`src/rtl/enable_pulse_generator_if.sv`:
```
// rtl/enable_pulse_generator_if.sv - counter, config and enable-output bundle; ENABLE_PULSE_OVERRUN_EN adds overrun_flag
interface enable_pulse_generator_if #(
    parameter int COUNTER_WIDTH = 32,
    parameter int N_CHANNELS    = 2
);
    logic                                gen_enable_in;
    logic [COUNTER_WIDTH-1:0]            counter_in;
    logic [N_CHANNELS*COUNTER_WIDTH-1:0] thresholds;
    logic [COUNTER_WIDTH-1:0]            pulse_width;
    logic [N_CHANNELS-1:0]               channel_mask;
    logic [N_CHANNELS-1:0]               enable_out;
`ifdef ENABLE_PULSE_OVERRUN_EN
    logic [N_CHANNELS-1:0]               overrun_flag;

    modport master (
        output gen_enable_in, counter_in, thresholds, pulse_width, channel_mask,
        input  enable_out, overrun_flag
    );
    modport slave (
        input  gen_enable_in, counter_in, thresholds, pulse_width, channel_mask,
        output enable_out, overrun_flag
    );
`else
    modport master (
        output gen_enable_in, counter_in, thresholds, pulse_width, channel_mask,
        input  enable_out
    );
    modport slave (
        input  gen_enable_in, counter_in, thresholds, pulse_width, channel_mask,
        output enable_out
    );
`endif
endinterface

```
`src/rtl/enable_pulse_generator.sv`:
```
// rtl/enable_pulse_generator.sv - per-channel threshold-triggered enable pulses; ENABLE_PULSE_OVERRUN_EN adds sticky overrun flags
module enable_pulse_generator #(
    parameter int COUNTER_WIDTH = 32,
    parameter int N_CHANNELS    = 2
) (
    input  logic                     clock,
    input  logic                     reset,
    enable_pulse_generator_if.slave  bus
);
    localparam int CW = COUNTER_WIDTH;

    typedef enum logic {
        ST_IDLE  = 1'b0,
        ST_PULSE = 1'b1
    } state_t;

    logic                    w_load;
    logic [N_CHANNELS*CW-1:0] r_thr_sh;
    logic [N_CHANNELS*CW-1:0] w_thr_eff;
    logic [CW-1:0]           r_pw_sh;
    logic [CW-1:0]           w_pw_eff;
    logic [N_CHANNELS-1:0]   r_mask_sh;
    logic [N_CHANNELS-1:0]   w_mask_eff;
    logic [N_CHANNELS-1:0]   w_match;
    logic [N_CHANNELS-1:0]   r_match_d;
    logic [N_CHANNELS-1:0]   w_trigger;
    logic [N_CHANNELS-1:0]   w_retrigger;
    logic [N_CHANNELS-1:0]   w_enable;
    state_t                  r_state     [N_CHANNELS];
    state_t                  w_state_nxt [N_CHANNELS];
    logic [CW-1:0]           r_width     [N_CHANNELS];
    logic [CW-1:0]           w_width_nxt [N_CHANNELS];

    // Shadows follow the bus while stopped and at wrap; the value being loaded is used that same cycle.
    assign w_load     = ~bus.gen_enable_in | (bus.counter_in == '0);
    assign w_thr_eff  = w_load ? bus.thresholds   : r_thr_sh;
    assign w_pw_eff   = w_load ? bus.pulse_width  : r_pw_sh;
    assign w_mask_eff = w_load ? bus.channel_mask : r_mask_sh;

    always_comb begin
        w_match = '0;
        for (int i = 0; i < N_CHANNELS; i++) begin
            w_match[i] = (bus.counter_in == w_thr_eff[i*CW +: CW]);
        end
    end

    assign w_trigger = w_match & ~r_match_d & {N_CHANNELS{bus.gen_enable_in}}
                     & w_mask_eff & {N_CHANNELS{w_pw_eff != '0}};

    always_comb begin
        w_retrigger = '0;
        w_enable    = '0;
        for (int i = 0; i < N_CHANNELS; i++) begin
            w_state_nxt[i] = r_state[i];
            w_width_nxt[i] = r_width[i];
            w_enable[i]    = (r_state[i] == ST_PULSE);
            case (r_state[i])
                ST_IDLE: begin
                    if (w_trigger[i]) begin
                        w_state_nxt[i] = ST_PULSE;
                        w_width_nxt[i] = CW'(1);
                    end
                end
                ST_PULSE: begin
                    w_retrigger[i] = w_trigger[i];
                    // >= so a width shrunk at wrap mid-pulse ends the pulse instead of stretching it.
                    if (r_width[i] >= w_pw_eff) begin
                        w_state_nxt[i] = ST_IDLE;
                        w_width_nxt[i] = '0;
                    end else begin
                        w_width_nxt[i] = r_width[i] + CW'(1);
                    end
                end
                default: begin
                    w_state_nxt[i] = ST_IDLE;
                    w_width_nxt[i] = '0;
                end
            endcase
            if (!bus.gen_enable_in) begin
                w_state_nxt[i] = ST_IDLE;
                w_width_nxt[i] = '0;
            end
        end
    end

    always_ff @(posedge clock or negedge reset) begin
        if (!reset) begin
            r_thr_sh  <= '0;
            r_pw_sh   <= '0;
            r_mask_sh <= '0;
            r_match_d <= '0;
            for (int i = 0; i < N_CHANNELS; i++) begin
                r_state[i] <= ST_IDLE;
                r_width[i] <= '0;
            end
        end else begin
            r_thr_sh  <= w_thr_eff;
            r_pw_sh   <= w_pw_eff;
            r_mask_sh <= w_mask_eff;
            // Cleared while stopped so a counter already sitting on a threshold fires at enable.
            r_match_d <= bus.gen_enable_in ? w_match : '0;
            for (int i = 0; i < N_CHANNELS; i++) begin
                r_state[i] <= w_state_nxt[i];
                r_width[i] <= w_width_nxt[i];
            end
        end
    end

    assign bus.enable_out = w_enable;

`ifdef ENABLE_PULSE_OVERRUN_EN
    logic [N_CHANNELS-1:0] r_overrun;

    always_ff @(posedge clock or negedge reset) begin
        if (!reset) begin
            r_overrun <= '0;
        end else if (!bus.gen_enable_in) begin
            r_overrun <= '0;
        end else begin
            r_overrun <= r_overrun | w_retrigger;
        end
    end

    assign bus.overrun_flag = r_overrun;
`else
    logic w_unused_retrigger;
    assign w_unused_retrigger = ^w_retrigger;
`endif
endmodule

```
`src/flat_wrapper.sv`:
```
// flat-port wrapper written by rule: the top's interface ports become plain ports
module enable_pulse_generator_flat 
#(
    parameter int COUNTER_WIDTH = 32,
    parameter int N_CHANNELS    = 2
)
  (clock, reset, bus_gen_enable_in, bus_counter_in, bus_thresholds, bus_pulse_width, bus_channel_mask, bus_enable_out);
  enable_pulse_generator_if #(.COUNTER_WIDTH(COUNTER_WIDTH), .N_CHANNELS(N_CHANNELS)) bus_i ();
  input  logic clock;
  input  logic reset;
  input wire logic [$bits(bus_i.gen_enable_in)-1:0] bus_gen_enable_in;
  input wire logic [$bits(bus_i.counter_in)-1:0] bus_counter_in;
  input wire logic [$bits(bus_i.thresholds)-1:0] bus_thresholds;
  input wire logic [$bits(bus_i.pulse_width)-1:0] bus_pulse_width;
  input wire logic [$bits(bus_i.channel_mask)-1:0] bus_channel_mask;
  output wire logic [$bits(bus_i.enable_out)-1:0] bus_enable_out;
  assign bus_i.gen_enable_in = bus_gen_enable_in;
  assign bus_i.counter_in = bus_counter_in;
  assign bus_i.thresholds = bus_thresholds;
  assign bus_i.pulse_width = bus_pulse_width;
  assign bus_i.channel_mask = bus_channel_mask;
  assign bus_enable_out = bus_i.enable_out;
  enable_pulse_generator #(.COUNTER_WIDTH(COUNTER_WIDTH), .N_CHANNELS(N_CHANNELS)) u_core (.clock(clock), .reset(reset), .bus(bus_i));
endmodule
```
`config.mk`:
```
export PLATFORM = sky130hd
export DESIGN_NAME = enable_pulse_generator_flat
export DESIGN_NICKNAME = d
export VERILOG_FILES = /design/src/rtl/enable_pulse_generator_if.sv /design/src/rtl/enable_pulse_generator.sv /design/src/flat_wrapper.sv
export SDC_FILE = /design/constraint.sdc
export NUM_CORES = 1
export LEC_CHECK = 0
export ABC_AREA = 1
export CORE_MARGIN = 2
export CORE_UTILIZATION = 55
export CTS_BUF_LIST = sky130_fd_sc_hd__clkbuf_8
export DETAILED_ROUTE_END_ITERATION = 7
export GPL_TIMING_DRIVEN = 0
export HOLD_SLACK_MARGIN = 0.15
export PLACE_DENSITY = 0.78
export SLEW_MARGIN = 30
export SYNTH_ARGS = -nofsm -noshare
export SYNTH_HDL_FRONTEND = slang
export SYNTH_SLANG_ARGS = --single-unit
export TNS_END_PERCENT = 50
```
`constraint.sdc`:
```
create_clock -name clock -period 2.63 [get_ports clock]
set_input_delay 0.6575 -clock clock [delete_from_list [all_inputs] [get_ports clock]]
set_output_delay 0.6575 -clock clock [all_outputs]
set_load 0.05 [all_outputs]
```
======== Word-level counts from Yosys, hierarchy flattened ========
Cells that the tools add are included.
word-level totals
  input port bits ......................... 133
  output and inout bits ................... 2
  word-level logic and storage cells ...... 47
  register bits ........................... 166
cells by class
  magnitude comparators ................... 2
  muxes and demuxes ....................... 20
  $add $sub $neg .......................... 2
  eq/ne operators ......................... 4
  bitwise gates (word level) .............. 9
  reductions and logical operators ........ 2
operator list
  kind                                           count
  two-way mux 32 bit                             7
  one-hot mux 32 bit (2 select lines)            2
  adder 32 x 1 -> 32 bit, second input constant  2
  == test 32 bit                                 2
  greater-or-equal comparator 32 bit             2
  two-way mux 64 bit                             1
  logical NOT 32 bit                             1
  nonzero test 32 bit                            1
  bitwise AND 2 bit                              4
  two-way mux 1 bit                              6
  != test 3 x 2 -> 1 bit, second input constant  2
  two-way mux 2 bit                              2
  one-hot mux 1 bit (2 select lines)             2
  NOT 1 bit                                      3
  NOT 2 bit                                      1
  bitwise OR 1 bit                               1

======== Logic depth before layout (Yosys ltp) ========
  depth in word-level cells ............... 11
  depth in mapped cells ................... 28

======== Worst setup path before layout ========
Ideal clock, no wire load.
  path type ............................... input to register
  from .................................... in bus_counter_in[2]
  to ...................................... reg u_core.r_width[31] (netlist bit)
  setup slack ............................. -0.824 ns
  stages on the path ...................... 27
  library setup time ...................... 0.083 ns
  data arrival time ....................... 3.372 ns
  path buffers ............................ 3
  cells stage by stage .................... nor2_1 -> nand2_1 -> nor2_1 -> nand2_1 -> o21ai_2 -> buf_6 -> buf_2 -> nand2_1 -> o21ai_0 -> inv_1 -> ha_1 -> o21ai_0 -> nand2_1 -> o21ai_0 -> inv_1 -> nand2_1 -> nand2_1 -> nand2_1 -> nand2_1 -> nand2_1 -> nand2_1 -> nand2_1 -> nand2_1 -> nor2_4 -> clkbuf_1 -> nand3_1 -> o21ai_0
on the way
  elaborated cells between the ends (all ways) .. 16
RTL lines
  element                              RTL line                       source
  start, declared                      flat_wrapper.sv:12             input wire logic [$bits(bus_i.counter_in)-1:0] bus_counter_in;
  logical NOT 32 bit *                 enable_pulse_generator.sv:35   assign w_load = ~bus.gen_enable_in | (bus.counter_in == '0);
  bitwise OR 1 bit *                   enable_pulse_generator.sv:35
  two-way mux 32 bit *                 enable_pulse_generator.sv:37   assign w_pw_eff = w_load ? bus.pulse_width : r_pw_sh;
  via u_core.w_pw_eff[0]               enable_pulse_generator.sv:21   logic [CW-1:0] w_pw_eff;
  greater-or-equal comparator 32 bit   enable_pulse_generator.sv:67   if (r_width[i] >= w_pw_eff) begin
  two-way mux 32 bit                   enable_pulse_generator.sv:67
  one-hot mux 32 bit (2 select lines)  enable_pulse_generator.sv:57   case (r_state[i])
  two-way mux 32 bit                   enable_pulse_generator.sv:79   if (!bus.gen_enable_in) begin
  end signal, assigned by index        enable_pulse_generator.sv:104  r_width[i] <= w_width_nxt[i];
  end, declared                        enable_pulse_generator.sv:31   logic [CW-1:0] r_width [N_CHANNELS];
The timed path passes the listed nets; every way through them passes the cells marked *.
A chain may end at the register's enable or synchronous reset.

======== Worst setup path after layout ========
  from .................................... in bus_counter_in[12]
  to ...................................... reg u_core.r_width[26] (netlist bit)
on the way
  longest elaborated chain between the ends .. 9
  elaborated cells between the ends (all ways) .. 16
RTL lines
  element
  branches (longest 9 deep; another with greater-or-equal comparator 32 bit)
Parallel ways; which one is timed is not known.

==> qor.txt <==
Relative slew slack - 0.571
Detail Route Antenna Nets - 0
Fin Hold WS - 498 ps
HP Class - reg -> reg
Post-synth EDFFs - 0
Initial antenna violation count - 0
Gr ovfl total - 0
Critical path startpoint category - input port
Most frequent cell after synthesis - nand2_1
Sw Share - 0.300
# DRC - 0
WP data required - 3050 ps
CTS Buf Count - 17
Fin. max-slew vios - 0
Routed WL per cell - 18.2 µm
Worst Tran Pin Value - 638 ps
Leakage - 7.20 nW
Crit path kind - in -> reg
Max H-tree Level - 4
Avg Inst Size Synth - 7.13 µm²
First-pass GRT wire length - 57600 µm
Layout cells sized above 1 - 0.183
Gr usage total - 0.345
Die Y - 145 µm
Fin Clk Skew - 15.4 ps
R2R setup slack - -440 ps
Worst reg2reg path endpoint - u_core.r_width[31]
Synth Instances - 1543
Top cells by count, synth - 455 x nand2_1, 222 x inv_1, 186 x nand3_1
Clock Path Buffers - 2
Final WL - 37100 µm
Unrepaired setup endpoints after global routing - yes
Worst path cell trace - buf_4 -> nor2_2 -> nand2_1 -> nor2_1 -> nand2_1 -> o21ai_4 -> buf_6 -> buf_12 -> buf_12 -> nand2_1 -> o21ai_2 -> ha_1 -> nand2_1 -> inv_1 -> nand3_1 -> o221ai_1 -> a21oi_2 -> nand2_2 -> nor2_4 -> buf_12 -> clkbuf_16 -> nand3_2 -> o21ai_2
Syn Nets - 1740
Most used DFF post-synth - dfrtp_1
Clk root buf - clkbuf_8
Largest net degree at the start of global routing - 71
Final Cycle Share - 1.24
TritonCTS clock tree - done
Drt pass-1 iters - 5
Via/cell ratio - 5.66
HPWL Detailed - 26500 µm
Ant. Diodes - 0
Initial Util - 0.564
Worst path arrival time - 3680 ps
Critical-path maximum fanout - 8
Sequential power share - 0.457
Core area - 19500 µm²
Pwr/cell area - 411 nW/µm²
DR iter-0 viols - 1019
Vias - 11500
Max frequency - 0.306 GHz
Clock power frac - 0.334
Cell depth of the worst flop-to-flop path - 12
Fin util - 0.746
Worst-path clk slew - 90 ps
Status - finished with violations
Chip width - 145 µm
Failing checks - negative setup slack
Area share of the largest cell type after synthesis - 0.377
Critical path buffers and inverters - 7
Sw power - 1.79 mW
Clock sinks - 166
Port bufs - 134
Nets - 1953
Asr flop ratio synth - 1.00
I/O pin count - 135
Worst vdd ir - 0.356 mV
Share of the yosys chip area belonging to registers - 0.377
Filler instances - 1491
Minimum clock period - 3270 ps
Dominant cells by area after synthesis - dfrtp_1 38%, nand2_1 16%, nand3_1 8.5%, inv_1 7.6%, ha_1 7.3%
Layout area overhead - 32.3%
Most frequent CP cell - nand2_1
Placed inst area - 12800 µm²
Worst skew pair latency - 490 ps
Synth Warn # - 0
Worst stage delay on the critical path - 340 ps
Gpl congestion - 0.945
Hold endpoint - u_core.r_thr_sh[42]
WHS Path Cells - 2
Combinational group share of total power - 0.209
Post-route cell area - 14600 µm²
Delay-heaviest family, CP - simple AND/OR/NAND/NOR gates
Critical Path Stages - 23
Worst r2r src - u_core.r_width[2]
Synth cell types - 40
Max Cap Viol - 0
Synth Cell Area - 11000 µm²
Final worst setup slack - -638 ps
Int Pwr - 4.18 mW
Hold Startpoint - u_core.r_thr_sh[42]
FF+latch count, synth - 166
Synth area leader - dfrtp_1
Setup TNS - -35850 ps
Vias in the first global route - 11200
Die area - 21200 µm²
Slowest stage cell, crit path - ha_1
Final Hold Fails - 0
Setup-failing EPs final - 66
Row count - 51
CP endpoint kind - flop
-- power by group through the flow --
stage                     logic [mW]  clock network (mW)  registers, mW
after floorplan                0.561                   0           2.76
after global placement          1.03                   0           2.77
after detailed placement        1.07                   0           2.77
after CTS                       1.17                2.00           2.73
after global routing            1.36                2.11           2.74
final                           1.25                2.00           2.73
-- stage by stage --
step                      cells  worst slack, ps  power (mW)
final                      2034             -638        5.98
after global routing       2034             -742        6.22
after CTS                  2018             -463        5.90
after detailed placement   1944            -2220        3.84
after global placement     1942            -6120        3.80
after floorplan            1543             -517        3.32
-- how the worst max path moves through the flow --
stage | from | end | slack [ps]
5_1_grt | bus_counter_in[24] | u_core.r_width[27] | -740
2_1_floorplan | bus_counter_in[21] | u_core.r_width[31] | -520
3_5_place_dp | bus_counter_in[25] | u_core.r_width[54] | -2220
4_1_cts | bus_counter_in[24] | u_core.r_width[17] | -460
3_3_place_gp | reset | u_core.r_width[21] | -6120
6_report | bus_counter_in[12] | u_core.r_width[26] | -640
-- metal layers --
metal  GRT usage  wire length, µm  vias up
met4       0.211             2380        0
met3      0.0677             2950      146
met1       0.438            14700     5359
met2       0.547            17100      597
met5           0                0        -
li1            -                -     5402
-- worst register-to-register path, cell delays in order, from the launching register on --
cell and delay (ps):
dfrtp_1 460, inv_1 110, nor3_1 390, nand3_1 200, nor3_1 320, nand2_1 190, nor2_1 160, nand2_1 110
nor2_1 280, nand4_1 270, o21ai_0 350, nand3_4 100, o21ai_2 60
-- sequential cells by signal (all words and copies together), names as in the netlist --
register and cells:
u_core.r_thr_sh 64, u_core.r_width 64, u_core.r_pw_sh 32, u_core.bus.enable_out 2
u_core.r_mask_sh 2, u_core.r_match_d 2
-- layout by cell type (no fill, tap or decap), types with 7 or more instances in the layout --
| cell type | count |
|---|---|
| o21ai_4 | 8 |
| a21oi_1 | 26 |
| buf_4 | 53 |
| buf_12 | 7 |
| nand3b_1 | 19 |
| nor3_1 | 28 |
| buf_8 | 9 |
| inv_2 | 7 |
| clkdlybuf4s50_1 | 100 |
| xor2_1 | 26 |
| nand2_2 | 24 |
| nor2_1 | 81 |
| nand3_1 | 174 |
| o21ai_1 | 33 |
| dfrtp_1 | 166 |
| nand2_4 | 10 |
| buf_2 | 20 |
| o211ai_1 | 13 |
| nor2_2 | 11 |
| xnor2_1 | 14 |
| o21ai_2 | 54 |
| clkbuf_8 | 21 |
| nand2_1 | 427 |
| nand4_1 | 13 |
| inv_1 | 219 |
| nor4_1 | 9 |
| buf_6 | 34 |
| ha_1 | 56 |
| ha_4 | 8 |
| nand3_2 | 10 |
| nor2_4 | 11 |
| o21ai_0 | 17 |
-- layout make-up --
| cell class | count | area (µm²) | share of cell area |
|---|---|---|---|
| clock buffer | 19 | 262 | 0.0180 |
| timing repair buffer | 194 | 1890 | 0.130 |
| clock inverter | 13 | 156 | 0.0107 |
| buffer | 45 | 472 | 0.0324 |
| inverter | 225 | 852 | 0.0585 |
| tap | 265 | 332 | 0.0228 |
| multi-input combinational | 1107 | 6440 | 0.443 |
| sequential | 166 | 4150 | 0.285 |
-- cells by family after synthesis --
group / after synthesis / synth area share
fa+ha+maj: 64 / 0.0728
flops: 166 / 0.377
compound gates: 174 / 0.0907
simple gates: 829 / 0.323
xor+xnor: 40 / 0.0318
buf+inv: 270 / 0.104
-- repair_timing --
| action | 4_1_cts | 5_1_grt |
|---|---|---|
| hold endpoints to repair | 38 | 0 |
| pin swaps | 47 | 35 |
| resized for setup | 323 | 86 |
| gates cloned | 4 | 1 |
| buffers inserted | 37 | 15 |
| hold buffers | 1 | 0 |
| setup endpoints to repair | 68 | 67 |
No activity file was read; power rests on OpenSTA's default activity.
